<file path="src/rtl/uart_rx_param.sv">
// Parametrised UART receiver: configurable width, parity and stop bits.
// Each bit is decided by a 3-sample majority vote, and the receiver recovers from errors on its own.
module uart_rx_param #(
    parameter int CLKS_PER_BIT = 5208,
    parameter int DATA_BITS    = 8,
    parameter int PARITY_MODE  = 0,
    parameter int STOP_BITS    = 1
) (
    input  logic                 clk,
    input  logic                 rst,
    input  logic                 rx_in,
    output logic                 rx_busy,
    output logic                 rx_valid,
    output logic [DATA_BITS-1:0] rx_data,
    output logic                 parity_err,
    output logic                 frame_err
);

    localparam int M  = CLKS_PER_BIT / 2;
    localparam int CW = $clog2(CLKS_PER_BIT);
    localparam int BW = $clog2(DATA_BITS);

    localparam logic [CW-1:0] CNT_S0   = CW'(M - 1);
    localparam logic [CW-1:0] CNT_S1   = CW'(M);
    localparam logic [CW-1:0] CNT_DEC  = CW'(M + 1);
    localparam logic [CW-1:0] CNT_LAST = CW'(CLKS_PER_BIT - 1);
    localparam logic [BW-1:0] BIT_LAST = BW'(DATA_BITS - 1);
    localparam logic          STOP_LAST = 1'(STOP_BITS - 1);

    typedef enum logic [2:0] {IDLE, START, DATA, PARITY, STOP, DONE} state_t;

    state_t               state, state_next;
    logic [CW-1:0]        cnt;
    logic                 sync1, sync2, sync_prev;
    logic [1:0]           samp;
    logic [BW-1:0]        bit_idx;
    logic                 stop_idx;
    logic [DATA_BITS-1:0] shift;
    logic                 perr_acc, ferr_acc;
    logic                 fall, maj, decide, last;

    assign fall    = sync_prev & ~sync2;
    assign maj     = (samp[0] & samp[1]) | (samp[0] & sync2) | (samp[1] & sync2);
    assign decide  = (cnt == CNT_DEC);
    assign last    = (cnt == CNT_LAST);
    assign rx_busy = (state != IDLE) && (state != DONE);

    always_ff @(posedge clk or negedge rst) begin
        if (!rst) begin
            sync1     <= 1'b1;
            sync2     <= 1'b1;
            sync_prev <= 1'b1;
        end else begin
            sync1     <= rx_in;
            sync2     <= sync1;
            sync_prev <= sync2;
        end
    end

    always_ff @(posedge clk or negedge rst) begin
        if (!rst) begin
            state <= IDLE;
            cnt   <= '0;
        end else begin
            state <= state_next;
            if (state_next != state || state == IDLE || last)
                cnt <= '0;
            else
                cnt <= cnt + 1'b1;
        end
    end

    // The final stop bit ends at its decision point so the next start edge is caught promptly.
    always_comb begin
        state_next = state;
        case (state)
            IDLE:   if (fall) state_next = START;
            START: begin
                if (decide && maj)
                    state_next = IDLE;
                else if (last)
                    state_next = DATA;
            end
            DATA: begin
                if (last && bit_idx == BIT_LAST)
                    state_next = (PARITY_MODE != 0) ? PARITY : STOP;
            end
            PARITY: if (last) state_next = STOP;
            STOP:   if (decide && stop_idx == STOP_LAST) state_next = DONE;
            DONE:   state_next = IDLE;
            default: state_next = IDLE;
        endcase
    end

    always_ff @(posedge clk or negedge rst) begin
        if (!rst) begin
            samp     <= 2'b11;
            bit_idx  <= '0;
            stop_idx <= 1'b0;
            shift    <= '0;
            perr_acc <= 1'b0;
            ferr_acc <= 1'b0;
        end else begin
            if (cnt == CNT_S0) samp[0] <= sync2;
            if (cnt == CNT_S1) samp[1] <= sync2;

            if (state == START)
                bit_idx <= '0;
            else if (state == DATA && last)
                bit_idx <= bit_idx + 1'b1;

            if (state != STOP)
                stop_idx <= 1'b0;
            else if (last)
                stop_idx <= stop_idx + 1'b1;

            if (state == DATA && decide)
                shift <= {maj, shift[DATA_BITS-1:1]};

            if (state == IDLE && fall) begin
                perr_acc <= 1'b0;
                ferr_acc <= 1'b0;
            end else begin
                if (state == PARITY && decide)
                    perr_acc <= ((^shift) ^ maj) != (PARITY_MODE == 2);
                if (state == STOP && decide && !maj)
                    ferr_acc <= 1'b1;
            end
        end
    end

    // Results are loaded on the transition into DONE so they change together with rx_valid.
    always_ff @(posedge clk or negedge rst) begin
        if (!rst) begin
            rx_valid   <= 1'b0;
            rx_data    <= '0;
            parity_err <= 1'b0;
            frame_err  <= 1'b0;
        end else begin
            rx_valid <= (state_next == DONE);
            if (state_next == DONE) begin
                rx_data    <= shift;
                parity_err <= perr_acc;
                frame_err  <= ferr_acc | ~maj;
            end
        end
    end

endmodule

</file>
<file path="config.mk">
export PLATFORM = sky130hd
export DESIGN_NAME = uart_rx_param
export DESIGN_NICKNAME = d
export VERILOG_FILES = /design/src/rtl/uart_rx_param.sv
export SDC_FILE = /design/constraint.sdc
export NUM_CORES = 1
export LEC_CHECK = 0
export BUFFER_PORTS_ARGS = -buffer_cell sky130_fd_sc_hd__buf_2
export CAP_MARGIN = 10
export CORE_UTILIZATION = 30
export CTS_BUF_LIST = sky130_fd_sc_hd__clkbuf_2
export DETAILED_ROUTE_END_ITERATION = 8
export PLACE_DENSITY = 0.44
export SLEW_MARGIN = 40
export SYNTH_ARGS = -nofsm -noshare
export SYNTH_HDL_FRONTEND = slang
export SYNTH_SLANG_ARGS = --single-unit
</file>
<file path="constraint.sdc">
create_clock -name clk -period 4.1 [get_ports clk]
set_clock_uncertainty 0.15 [all_clocks]
set_input_delay 0.82 -clock clk [delete_from_list [all_inputs] [get_ports clk]]
set_output_delay 0.82 -clock clk [all_outputs]
set_load 0.01 [all_outputs]
</file>
======== Yosys cells after proc, flatten, opt, wreduce, memory -nomap -nowiden ========
Cells that the tools add are included.
word-level totals
  latch bits .............................. 0
  input bits .............................. 3
  output and inout bits ................... 12
  RAM bits ................................ 0
  logic and storage cells ................. 79
  ROM bits ................................ 0
  memories ................................ 0
  register bits after elaboration ......... 46
cells by class
  reduce and logical (&&, ||, !) cells .... 20
  $mul .................................... 0
  equality and inequality tests ........... 13
  divide/modulo/power cells ............... 0
  mux-type cells .......................... 16
  $add $sub $neg .......................... 3
  shift operators ......................... 0
  order comparisons ....................... 0
  bitwise operators ....................... 11
operators by type and width
  operator                                                                 count
  13-bit by 12-bit equality test with 1-bit output, second input constant  3
  3-bit two-way mux                                                        8
  3-bit case mux with 5 select lines                                       1
  13-bit by 1-bit adder with 13-bit output, second input constant          1
  13-bit equality test, second input constant                              1
  13-bit two-way mux                                                       1
  1-bit logical AND                                                        10
  3-bit equality test, second input constant                               3
  2-bit nonzero test                                                       4
  8-bit parity                                                             1
  3-bit by 2-bit equality test with 1-bit output, second input constant    2
  1-bit two-way mux                                                        6
  3-bit inequality test, second input constant                             2
  1-bit AND                                                                4
  3-bit by 1-bit adder with 3-bit output, second input constant            1
  3-bit by 1-bit equality test with 1-bit output, second input constant    1
  3-bit zero test                                                          1
  3-bit inequality test                                                    1
  1-bit inverter                                                           3
  1-bit bitwise OR                                                         3
  3-bit nonzero test                                                       1
  1-bit logical OR                                                         2
  1-bit adder, second input constant                                       1
  1-bit zero test                                                          1
  1-bit XOR                                                                1

======== Depth between registers and ports, before layout ========
Gate-level depths: netlist of run 1.
  depth after elaboration ................. 10
  depth in mapped cells ................... 8
  gate-level depth less buffers ........... 7

======== Worst setup path before layout of run 1 ========
OpenSTA, ideal clock, no wires.
  kind .................................... flip-flop to flip-flop
  start ................................... register cnt[0]
  end ..................................... register bit_idx[0]
  setup time .............................. 125 ps
  path slack .............................. 2078 ps
  data arrival time ....................... 1748 ps
  required time ........................... 3825 ps
  buffers on the path ..................... 0
  clock period less this slack ............ 2022 ps
  cell stages (with the launch flop) ...... 6
  path through ............................ dfrtp_1 -> ha_1 -> nor4bb_1 -> nand4_1 -> a211o_1 -> mux2_2
between the ends
  cells in the longest elaborated chain, start to end .. 3
ends and longest elaborated chain
  element                              RTL line  RTL
  from (decl)                          33        logic [CW-1:0] cnt;
  from (signal assigned)               69        cnt <= cnt + 1'b1;
  13-bit equality test                 45        assign last = (cnt == CNT_LAST);
  1-bit logical AND                    109       else if (state == DATA && last)
  2-bit nonzero test (no source line)  -
  to (signal assigned)                 110       bit_idx <= bit_idx + 1'b1;
  to (decl)                            36        logic [BW-1:0] bit_idx;
Every way passes these cells.
A chain may end at the register's enable or synchronous reset.

======== Final worst setup path of run 1 ========
  start ................................... register state[0]
  end ..................................... output port rx_busy
between the ends
  cells in the longest elaborated chain, start to end .. 2
  elaborated cells between the ends (all ways) .. 3
  classes of those cells .................. eq/ne (1); reduce/logical (2)
ends and longest elaborated chain
  element                                                      RTL line  RTL
  from (decl)                                                  32        state_t state, state_next;
  from (signal assigned)                                       65        state <= state_next;
  3-bit inequality test or 3-bit nonzero test (tied branches)  46        assign rx_busy = (state != IDLE) && (state != DONE);
  1-bit logical AND (*)                                        46
  to (decl)                                                    12        output logic rx_busy,
Every way passes the cells marked *; elsewhere a longest branch is shown, timed or not.

==> results of run 1 <==
==> registers in the layout, summed over array words and instances, names as in the netlist <==
register    cells
parity_err      1
rx_valid        1
sync1           1
frame_err       1
sync2           1
stop_idx        1
shift           8
bit_idx         3
rx_data         8
ferr_acc        1
state           3
samp            2
perr_acc        1
sync_prev       1
cnt            13
==> cells by family after synthesis <==
| logic type | count (synthesis) | share of synthesized area (%) |
|---|---|---|
| simple gates | 63 | 16.8 |
| flops | 46 | 53.2 |
| xor+xnor | 21 | 8.45 |
| mux | 21 | 12.2 |
| compound gates | 12 | 4.03 |
| buf+inv | 9 | 2.01 |
| fa+ha+maj | 6 | 3.34 |
==> per-layer routing <==
| metal | share of wire (%) | vias up | GRT usage [%] |
|---|---|---|---|
| met5 | 0 | - | 0 |
| met4 | 1.4 | 0 | 4.92 |
| met3 | 2.7 | 5 | 3.13 |
| met2 | 44 | 18 | 18.0 |
| met1 | 52 | 662 | 16.7 |
| li1 | - | 651 | - |
==> worst max-delay path by stage <==
stage             start         end  slack [ps]  depth (start not counted)
5_1_grt        state[0]     rx_busy        1370                          4
3_5_place_dp     cnt[0]      cnt[3]        1730                          6
3_3_place_gp     cnt[6]  rx_data[6]        1550                          4
4_1_cts        state[0]     rx_busy        1470                          4
2_1_floorplan    cnt[0]  bit_idx[0]        2080                          5
6_report       state[0]     rx_busy        1500                          4
==> stage by stage <==
| step | util, % | instances |
|---|---|---|
| finish | 34.9 | 292 |
| global route | 34.9 | 292 |
| detailed placement | 34.0 | 284 |
| global placement | 33.9 | 284 |
| CTS | 34.9 | 292 |
| floorplan | - | 178 |
==> layout make-up <==
cell class              instances  share of cell area, %
clock buffers                   6                   1.25
clock inverters                 2                   1.40
inverters                       5                  0.779
multi-input cells             123                   40.6
flip-flops and latches         46                   48.0
well taps                      96                   4.98
repair buffers                 14                   3.01
==> placed cells by master (no fill, tap or decap), types with 6 or more instances in the layout <==
cell / netlist / final
buf_2: 2 / 13
and3_1: 7 / 7
mux2_2: 12 / 12
nor2_1: 21 / 20
mux2_4: 8 / 8
clkbuf_2: 0 / 6
xor2_1: 9 / 9
xnor2_1: 12 / 12
nand3_1: 8 / 8
dfrtp_1: 41 / 41
nand2_1: 7 / 7
==> worst register-to-register path, stage by stage (launching register included) <==
cell and delay, ps:
dfrtp_1 500, ha_1 290, nor4bb_1 450, nand3_1 270, nand2_1 250, a21o_1 280
nor2_1 90
==> power by group through the flow <==
| stage | registers (uW) | logic, uW | clock network (uW) |
|---|---|---|---|
| floorplan | 506 | 73.4 | 0 |
| global placement | 517 | 91.9 | 0 |
| detailed placement | 519 | 95.5 | 0 |
| CTS | 511 | 95.7 | 264 |
| global route | 516 | 112 | 282 |
| finish | 512 | 93.7 | 249 |
==> flow_metrics.tcl, run 1 <==
set metrics [dict create \
    hold_path_class "input pin to async pin" \
    crit_type "register to output pin" \
    synth_seq_area_share_pct 53.2 \
    p_seq_share_pct 59.9 \
    cp.required_ps 3130 \
    io_pins 15 \
    cap_violations 0 \
    p_total_uw 854 \
    track_usage_pct 12.1 \
    grt_pass1_wl_mm 6.91 \
    syn-cell-area_sq_um 2180 \
    power.internal_uw 617 \
    cts_tree "built" \
    final_area_sq_um 2410 \
    ys_top_cells_by_count "dfrtp_1, nor2_1, mux2_2, xnor2_1, xor2_1" \
    r2r_end "cnt[4]" \
    critical_path_buf_inv_count 2 \
    via_count 1336 \
    p_switching_uw 237 \
    tns_ps 0 \
    initial_core_util_pct 31.5 \
    cts.clk_slew.worst_paths_ps 230 \
    r2r-start "cnt[0]" \
    cp-start-kind "register" \
    max-vdd-ir-drop_mv 0.156 \
    hpwlAfterDp_mm 2.77 \
    first_iter_violations 67 \
    cts-root-buf "clkbuf_2" \
    gp_congestion 0.795 \
    synth_edf_count 0 \
    die-area_sq_um 7600 \
    timing.hold.ws_ps 219 \
    synthCells 178 \
    reg2reg_slack_ps 1720 \
    cts.htree.levels 2 \
    drive_above_1_share_pct 25.5 \
    rsz0062_at_grt "false" \
    crit_path_end_kind "output pin" \
    ys_seq_elements 46 \
    num_rows 30 \
    fmax_ghz 0.385 \
    cts_setup_buffers 0 \
    synth_cell_type_count 37 \
    outcome "finished clean" \
    switching_share_pct 27.7 \
    fill_cells 717 \
    worstSkewPairLatency_ps 410 \
    cts_resized 0 \
    final-setup-viol-count 0 \
    place_area_sq_um 2350 \
    p_leak_uw 0.00120 \
    wl_mm 4.01 \
    layout_setup_ws_ps 1500 \
    yosysTopAreaCell "dfrtp_1" \
    synth_top_area_share_pct 47.2 \
    design.core.area_sq_um 6910 \
    p_clk_share_pct 29.1 \
    ys_warn_count 0 \
    path_cells "inv_1, nor2_1, or3_1, buf_2" \
    synth_nets 186 \
    nNetsFinal 203 \
    n_antenna_cell 0 \
    crit_fanout 6 \
    avgSynthCellArea_sq_um 12.2 \
    cpPeakStageDelay_ps 480 \
    cp_slowest_cell "dfrtp_1" \
    vias_per_cell 4.58 \
    yosys_most_used_dff "dfrtp_1" \
    dpl_worst_slack_ps 1730 \
    synth_area_leaders "dfrtp_1, mux2_2, dfstp_2, mux2_4, xnor2_1" \
    cts_buffers 5 \
    worst_slew_pin_slew_ps 627 \
    crit_family "flip-flops" \
    drt-wirelength-per-cell_um 13.7 \
    r2r_cells 6 \
    grt_max_degree 47 \
    die_y_um 87.2 \
    clock_path_buffers 2 \
    fin_crit_sh_pct 63.4 \
    syn_to_final_growth_pct 10.8 \
    hold_viol 0 \
    multi_input_area_sq_um 977 \
    die_x_um 87.2 \
    io_buffers 14 \
    arrival_ps 1630 \
    slew_headroom_pct 58.2 \
    firstDrtPassIters 4 \
    p_per_area_nw_per_um2 354 \
    ff_latch_area_sq_um 1160 \
    grt.overflow.total 0 \
    async_flop_share_pct 100 \
    ant_nets 0 \
    final_max_slew_viol_count 0 \
    final.min_clock_period_ps 2600 \
    drc 0 \
    grt_pass1_vias 1373 \
    cts_hold_buffers 0 \
    antenna_found_initial 0 \
    synth_most_common_cell "dfrtp_1" \
    p_comb_share_pct 11.0 \
    clock_sinks 46 \
]
No activity file was read; power rests on OpenSTA's default activity.
==> run 2: changes to the inputs <==
Clock period 4.1 ns to 2.7 ns, I/O delays scaled along.
==> flow_metrics.tcl, run 2 (same netlist as run 1, synthesis figures left out) <==
set metrics [dict create \
    final_max_slew_viol_count 0 \
    grt_pass1_vias 1391 \
    grt_use_met3_pct 2.65 \
    max-vdd-ir-drop_mv 0.378 \
    cts-root-buf "clkbuf_2" \
    antenna_found_initial 0 \
    hold_viol 0 \
    final_cell_mix "dfrtp_1, nor2_1, buf_2" \
    drive_above_1_share_pct 27.2 \
    cts_tree "built" \
    largest_reg_flops 13 \
    num_rows 30 \
    slew_headroom_pct 61.7 \
    cp-start-kind "register" \
    die_x_um 87.2 \
    p_switching_uw 360 \
    io_pins 15 \
    largest_register "cnt" \
    wl_mm 4.02 \
    place_area_sq_um 2380 \
    r2r_cells 6 \
    worstSkewPairLatency_ps 400 \
    whs_path_depth 1 \
    die-area_sq_um 7600 \
    grt_pass1_wl_mm 6.89 \
    final-setup-viol-count 0 \
    layout_commonest_cell "dfrtp_1" \
    hold_path_class "input pin to register" \
    power.internal_uw 859 \
    grt_max_degree 19 \
    fmax_ghz 0.436 \
    n_antenna_cell 0 \
    r2r-start "cnt[1]" \
    p_total_uw 1220 \
    use_met2_pct 18.3 \
    switching_share_pct 29.5 \
    io_buffers 14 \
    final.min_clock_period_ps 2290 \
    worst_slew_pin_slew_ps 566 \
    whs_endpoint "sync1" \
    cts_buffers 5 \
    path_cells "inv_1, nor2_1, or3_1, buf_2" \
    clock_sinks 46 \
    final_area_sq_um 2430 \
    tns_ps 0 \
    cp_slowest_cell "dfrtp_1" \
    crit_type "register to output pin" \
    outcome "finished clean" \
    syn_to_final_growth_pct 11.6 \
    grt.overflow.total 0 \
    use_met1_pct 16.8 \
    first_iter_violations 103 \
    firstDrtPassIters 4 \
    cap_violations 0 \
    cts.htree.levels 2 \
    busiest_layer "met2" \
    vias_per_cell 4.52 \
    p_per_area_nw_per_um2 502 \
    gp_congestion 0.860 \
    nNetsFinal 209 \
    fin_crit_sh_pct 84.9 \
    via_count 1346 \
    hp-start "rx_in" \
    p_clk_share_pct 23.3 \
    cpPeakStageDelay_ps 480 \
    rsz0062_at_grt "false" \
    cts.clk_slew.worst_paths_ps 220 \
    die_y_um 87.2 \
    hpwlAfterDp_mm 3.01 \
    p_leak_uw 0.00122 \
    crit_path_end_kind "output pin" \
    drt-wirelength-per-cell_um 13.5 \
    cp.required_ps 2010 \
    p_comb_share_pct 13.7 \
    clock_path_buffers 2 \
    reg2reg_slack_ps 420 \
    design.core.area_sq_um 6910 \
    p_seq_share_pct 63.0 \
    ant_nets 0 \
    track_usage_pct 12.1 \
    top_regs "cnt x13, rx_data x8, shift x8" \
    arrival_ps 1600 \
    r2r_end "shift[6]" \
    crit_fanout 6 \
    initial_core_util_pct 31.5 \
    drc 0 \
]
[run 2: timing repair]
action,in CTS,in global routing
buffers inserted,0,0
endpoints found under the hold margin,14,0
hold buffers,1,0
resized for setup,0,0
[run 2: worst max-delay path, delay by kind of cell (launching register included)]
family	cells	cell delay (ps)
buffers and inverters	2	300
DFF	1	480
and+or+nand+nor	2	430
[run 2: how the worst max path moves through the flow]
stage / start / endpoint / slack [ps] / depth (start not counted)
after floorplan: cnt[0] / bit_idx[0] / 680 / 5
after CTS: state[0] / rx_busy / 380 / 4
after detailed placement: cnt[1] / shift[6] / 420 / 6
final: state[0] / rx_busy / 410 / 4
after global routing: cnt[1] / cnt[4] / 150 / 6
after global placement: cnt[1] / shift[6] / 430 / 6
[run 2: power by group through the flow]
stage / combinational, uW / clock, uW / sequential (uW)
4_1_cts: 172 / 296 / 767
3_5_place_dp: 170 / 0 / 779
3_3_place_gp: 163 / 0 / 776
6_report: 167 / 284 / 767
2_1_floorplan: 111 / 0 / 768
5_1_grt: 196 / 324 / 776
[run 2: area by class of cell]
type	instances	area, sq um
clock inverters	2	10.0
flip-flops and latches	46	1160
multi-input cells	123	975
well taps	96	120
fillers	732	4480
repair buffers	20	118
inverters	5	18.8
clock buffers	6	30.0
[run 2: per-stage QoR]
stage	setup slack, ps	hold WS, ps	instances	utilization (%)
final	407	56.0	298	35.2
after detailed placement	419	201	289	34.4
after global placement	432	198	289	34.4
after global routing	146	2.37	298	35.2
after CTS	382	26.9	298	35.2
after floorplan	678	94.4	178	-
[run 2: metal layers]
metal  vias to the layer above  wire [um]  part of all wire [%]
li1                        662          -                     -
met1                       659       2010                    50
met2                        21       1820                    45
met3                         4        130                   3.2
met4                         0         50                   1.2
met5                         -          0                     0
